## src/rtl/fetch_stage.sv

```systemverilog
// Instruction-fetch stage: PC register, instruction-memory address and IF/ID pipeline register.
// Optional valid-fetch counter and fetch_count port are enabled with `define FETCH_PERF_CNT_EN.
module fetch_stage #(
  parameter int unsigned          ADDR_SIZE = 32,
  parameter int unsigned          INST_SIZE = 32,
  parameter logic [ADDR_SIZE-1:0] RESET_PC  = '0
) (
  input  logic                 clk,
  input  logic                 rst_n,
  input  logic                 freeze,
  input  logic                 branch_taken,
  input  logic [ADDR_SIZE-1:0] branch_addr,
  input  logic                 flush,
  output logic [ADDR_SIZE-1:0] imem_addr,
  input  logic [INST_SIZE-1:0] imem_inst,
  output logic [ADDR_SIZE-1:0] if_id_pc,
  output logic [INST_SIZE-1:0] if_id_inst,
  output logic                 if_id_valid
`ifdef FETCH_PERF_CNT_EN
  ,
  output logic [31:0]          fetch_count
`endif
);

  localparam logic [ADDR_SIZE-1:0] PC_STEP    = ADDR_SIZE'(4);
  localparam logic [ADDR_SIZE-1:0] ALIGN_MASK = ~ADDR_SIZE'(3);

  logic [ADDR_SIZE-1:0] pc_q;
  logic [ADDR_SIZE-1:0] pc_d;
  logic [ADDR_SIZE-1:0] pc_plus4_c;
  logic [ADDR_SIZE-1:0] if_id_pc_d;
  logic [INST_SIZE-1:0] if_id_inst_d;
  logic                 if_id_valid_d;
  logic                 kill_c;
  logic                 load_c;

  // Next-state selection: branch beats freeze; flush only affects IF/ID.
  always_comb begin
    pc_plus4_c    = pc_q + PC_STEP;
    kill_c        = branch_taken | flush;
    load_c        = !kill_c && !freeze;
    pc_d          = pc_q;
    if_id_pc_d    = if_id_pc;
    if_id_inst_d  = if_id_inst;
    if_id_valid_d = if_id_valid;

    if (branch_taken) begin
      pc_d = branch_addr & ALIGN_MASK;
    end else if (!freeze) begin
      pc_d = pc_plus4_c;
    end

    if (kill_c) begin
      if_id_pc_d    = '0;
      if_id_inst_d  = '0;
      if_id_valid_d = 1'b0;
    end else if (load_c) begin
      if_id_pc_d    = pc_plus4_c;
      if_id_inst_d  = imem_inst;
      if_id_valid_d = 1'b1;
    end
  end

  always_ff @(posedge clk or negedge rst_n) begin
    if (!rst_n) begin
      pc_q        <= RESET_PC;
      if_id_pc    <= '0;
      if_id_inst  <= '0;
      if_id_valid <= 1'b0;
    end else begin
      pc_q        <= pc_d;
      if_id_pc    <= if_id_pc_d;
      if_id_inst  <= if_id_inst_d;
      if_id_valid <= if_id_valid_d;
    end
  end

  assign imem_addr = pc_q;

`ifdef FETCH_PERF_CNT_EN
  localparam int unsigned CNT_W = 32;

  logic [CNT_W-1:0] fetch_cnt_q;

  // Saturating count of edges that load a valid instruction into IF/ID.
  always_ff @(posedge clk or negedge rst_n) begin
    if (!rst_n) begin
      fetch_cnt_q <= '0;
    end else if (load_c && (fetch_cnt_q != '1)) begin
      fetch_cnt_q <= fetch_cnt_q + CNT_W'(1);
    end
  end

  assign fetch_count = fetch_cnt_q;
`endif

endmodule

```

## config.mk

```make
export PLATFORM = sky130hd
export DESIGN_NAME = fetch_stage
export DESIGN_NICKNAME = d
export VERILOG_FILES = /design/src/rtl/fetch_stage.sv
export SDC_FILE = /design/constraint.sdc
export NUM_CORES = 1
export LEC_CHECK = 0
export ABC_AREA = 1
export ABC_CLOCK_PERIOD_IN_PS = 2850
export BUFFER_PORTS_ARGS = -buffer_cell sky130_fd_sc_hd__buf_2
export CORE_MARGIN = 3
export CORE_UTILIZATION = 54
export DETAILED_ROUTE_END_ITERATION = 10
export HOLD_SLACK_MARGIN = 0.12
export PLACE_DENSITY = 0.91
export SYNTH_ARGS = -nofsm -noshare
export SYNTH_HDL_FRONTEND = slang
export SYNTH_SLANG_ARGS = --single-unit
```

## constraint.sdc

```tcl
create_clock -name clk -period 2.85 [get_ports clk]
set_clock_uncertainty 0.1 [all_clocks]
set_input_delay 0.285 -clock clk [delete_from_list [all_inputs] [get_ports clk]]
set_output_delay 0.285 -clock clk [all_outputs]
set_load 0.01 [all_outputs]
```

# Word-level counts from Yosys, hierarchy flattened
# Cells that the tools add are included.
# Widths: inputs -> output; s select.
# classes
n_reduce_logical	4
bitwise	1
addsub	1
mux	8
n_eq_ne	1
# op_table
op	n
$mux 32	6
$add 32x3->32 const B	1
$logic_not 1->1	2
$mux 1	2
$ne 2x1->1 const B	1
$reduce_bool 2->1	1
$logic_and 1x1->1	1
$or 1x1->1	1
# totals
register_bits	97
output_inout_bits	97
wordCells	19
input_bits	69

# Longest topological paths before layout
# depth
word_depth	5
ltp_mapped	10
ltp_nobuf	10

# Least setup slack after synthesis
# No wires, ideal clock.
# synth_timing
path_type	reg2reg
start	register pc_q[2] (netlist: imem_addr[2])
end	register pc_q[26] (netlist: imem_addr[26])
setup_time_ns	0.125
path_buffers	0
t_arrival_ns	1.388
stages_incl_launch_ff	9
period_less_slack_ns	1.613
required_ns	2.625
slack_ns	1.237
cell_sequence	dfrtp_1 -> ha_1 -> inv_1 -> nor2_4 -> nand2_4 -> nor2_4 -> nand3_1 -> nand3_1 -> nand3_1
# synth_between
elab_chain_len	3
# synth_rtl
element	line	text
start, declared	28	logic [ADDR_SIZE-1:0] pc_q;
start signal, assigned	71	pc_q <= pc_d;
$add 32x3->32	39	pc_plus4_c = pc_q + PC_STEP;
$mux 32	49	end else if (!freeze) begin
$mux 32	47	if (branch_taken) begin
# No other way between the ends. The select of a mux whose other input is x is not followed.
# A chain may end at the register's enable or synchronous reset.

# Worst setup path in the final report
# layout_timing
start	input flush
end	register if_id_pc[28]
# layout_between
elab_chain_len	4
elab_cells_between_ends	5
classes_between	mux: 1; bitwise: 1; reduce/logical: 3
# layout_rtl
element	line	text
start, declared	13	input logic flush,
$or 1x1->1 (*)	40	kill_c = branch_taken | flush;
$logic_not 1->1	41	load_c = !kill_c && !freeze;
$logic_and 1x1->1	41	
$reduce_bool 2->1 (no line)	n/a	
end signal, assigned	72	if_id_pc <= if_id_pc_d;
end, declared	16	output logic [ADDR_SIZE-1:0] if_id_pc,
# Mark *: on every way between the ends. The rest lies on a longest branch, timed or not.

==> flow_metrics.py <==
metrics = {
    "outcome": {
        "status": "complete, no violations",
    },
    "setup_path": {
        "worst_reg2reg_path_startpoint": "imem_addr[2]",
        "r2r_end": "imem_addr[14]",
        "critical_path_required_ps": 3060,
        "critPathLaunch": "flush",
        "critical_path.startpoint_type": "primary input",
        "cp.arrival_ps": 2620,
        "path_max_fanout": 59,
        "critical_path.endpoint_type": "register",
        "r2r_slack_ps": 870,
        "cpPeakStageDelay_ps": 980,
        "crit_type": "primary input to register",
        "path_cells": "dlygate4sd3_1 > buf_2 > nor2_4 > inv_2 > nor2_4 > nand2_1 > nand2_1",
        "slowest_stage": "nor2_4",
        "timing.reg2reg.worst_path_depth": 8,
    },
    "timing": {
        "slew_at_the_pin_closest_to_its_max_slew_limit_ps": 1310,
        "fin_ws_ps": 443,
        "slew_headroom": 0.127,
        "fin_crit_ps": 2410,
        "share_of_the_clock_period_used_by_the_worst_path": 0.845,
        "setup-tns-final_ps": 0,
        "final-max-slew-violation-count": 0,
        "setup_repair_after_global_routing_missed_its_margin": "false",
        "setup_viol": 0,
        "max_freq_mhz": 415,
        "hold_viol": 0,
    },
    "placed_design": {
        "port_buffers": 159,
        "place.detailed.instances": 795,
        "post-dp-hpwl_mm": 9.38,
        "gp_congestion": 0.981,
        "post_place_worst_slack_ps": 365,
        "postPlaceCellArea_mm2": 0.00542,
    },
    "hold_path": {
        "whs_path_depth": 5,
        "hold_path_class": "primary input to register",
        "worst_hold_startpoint": "branch_addr[28]",
        "whs_endpoint": "imem_addr[28]",
    },
    "route": {
        "avgViaCountPerCell": 5.49,
        "wire_per_inst_um": 16.8,
        "drt_pre_antenna_iters": 5,
        "remaining_drc_errors": 0,
        "vias": 4802,
        "ant_nets": 0,
        "routed_wirelength_mm": 14.7,
        "drt_first_iter_violations": 378,
    },
    "clock_tree": {
        "clock-sinks": 93,
        "ctsLongestPathBuffers": 2,
        "cts_max_level": 3,
        "path_clk_slew_ps": 100,
        "clockRootBuffer": "clkbuf_8",
        "cts_setup_buffers": 0,
        "clock_insertion_delay_worst_skew_ps": 380,
        "clock_tree_from_tritoncts": "yes",
        "tritoncts.num_buffers": 9,
    },
    "floorplan": {
        "design.portCount": 166,
        "die_height_um": 97.9,
        "num_rows": 32,
        "starting_density_of_the_core": 0.573,
        "core-area_mm2": 0.00797,
        "die_footprint_mm2": 0.00959,
        "horiz_die_dim_um": 97.9,
    },
    "finish": {
        "instances_no_fill": 874,
        "synthToLayoutAreaGrowth_pct": 37.0,
        "layout.filler_cells": 539,
        "design_area_mm2": 0.00625,
        "final_layout_size_suffix_gt1_frac": 0.263,
        "layout.cells.most_common_list": "nand2_1 (208), buf_2 (158), dfrtp_1 (93)",
        "finish.net_count": 837,
        "layout.cells.most_common": "nand2_1",
        "antenna_cells": 0,
    },
    "power": {
        "p_per_area_mw_per_mm2": 471,
        "total_leakage_power_nw": 3.34,
        "totalPowerFinal_mw": 2.94,
        "vdd_drop_max_mv": 0.306,
    },
    "grt": {
        "first_pass_grt_wire_length_mm": 24.0,
        "grt_use_met1": 0.398,
        "grt_util_met2": 0.521,
        "largest_net_degree_at_the_start_of_global_routing": 60,
        "grt_use_met3": 0.0571,
        "grt.total_usage": 0.310,
        "gr-max-usage-layer": "met2",
        "globalRouteOverflowTotal": 0,
        "vias_in_the_first_global_route": 4784,
        "antenna_violations_before_repair": 0,
    },
    "yosys": {
        "portion_of_the_post_synthesis_area_used_by_sequential_elements": 0.510,
        "postSynthAreaPerCell_um2": 8.28,
        "cell_area_after_technology_mapping_mm2": 0.00456,
        "distinct_cell_type_count_after_synthesis": 31,
        "synth-seq-cells": 93,
        "synthesis.yosys.warnings": 0,
        "netlist_instances": 551,
    },
    "job": {
        "maxCapViolations": 0,
    },
}
critical path: cells and delay by family:
kind                   cells  cell delay [ps]
and+or+nand+nor            4             1490
buffers and inverters      3              820
power breakdown:
part	internal, mW	total, mW	leakage, nW	switching (mW)
clock	0.417	0.929	0.0944	0.512
combinational	0.225	0.530	2.01	0.305
sequential	1.39	1.48	1.23	0.0907
total	2.04	2.94	3.34	0.908
kinds of logic after synthesis:
| kind of cell | Yosys count | share of synthesized area |
|---|---|---|
| AND/OR/NAND/NOR | 320 | 0.304 |
| flip-flops | 93 | 0.510 |
| AO/OA/AOI/OAI | 64 | 0.102 |
| buffers and inverters | 62 | 0.0598 |
| XOR/XNOR | 10 | 0.0208 |
| adder cells (fa/ha/maj) | 1 | 0.00274 |
| other | 1 | 0.000822 |
area by class of cell:
type / instances / area [um^2] / share of cell area
sequential: 93 / 2330 / 0.372
tap: 102 / 128 / 0.0204
timing repair buffer: 225 / 1460 / 0.234
clock buffer: 9 / 124 / 0.0198
inverter: 39 / 146 / 0.0234
clock inverter: 7 / 81.3 / 0.0130
multi-input combinational: 399 / 1980 / 0.317
metal layers:
| layer | wire length, um | up-vias |
|---|---|---|
| met3 | 1210 | 48 |
| met4 | 453 | 0 |
| li1 | - | 2202 |
| met2 | 7120 | 290 |
| met1 | 5910 | 2262 |
| met5 | 0 | - |
how the worst max path moves through the flow:
| stage | slack, ps | depth (start not counted) | to |
|---|---|---|---|
| detailed placement | 370 | 6 | if_id_pc[7] |
| global placement | 410 | 6 | if_id_pc[7] |
| floorplan | 1240 | 8 | imem_addr[26] |
| finish | 440 | 7 | if_id_pc[28] |
| global route | 240 | 7 | if_id_pc[10] |
| CTS | 450 | 7 | if_id_pc[10] |
metrics by stage:
| stage | hold WS, ps | util |
|---|---|---|
| after global routing | 191 | 0.785 |
| after detailed placement | 301 | 0.680 |
| final | 170 | 0.785 |
| after global placement | 284 | 0.680 |
| after CTS | 161 | 0.785 |
| after floorplan | -111 | - |
state kept, by name (all words and copies together), names as in the netlist:
signal and flops:
if_id_inst 32, if_id_pc 30, if_id_valid 1, imem_addr 30
synthesized netlist by cell type, drive strengths merged:
master	n	area [um^2]
xor2	8	77.6
xnor2	2	17.5
nand2	214	828
o21ai	18	90.1
conb	1	3.75
nand3b	2	15.0
a21oi	4	20.0
o21bai	1	7.51
nor3b	1	7.51
a22o	32	280
nand4	4	25.0
dfrtp	93	2330
nor3	1	5.00
and2	1	6.26
nand3	42	210
o221ai	1	8.76
clkbuf	6	22.5
buf	17	104
o211ai	8	60.1
nor2	55	289
inv	39	146
ha	1	12.5
repair_timing:
action / CTS / global route
hold buffers: 63 / 0
resized for setup: 0 / 0
endpoints found under the hold margin: 121 / 0
(Power assumes the default switching activity.)
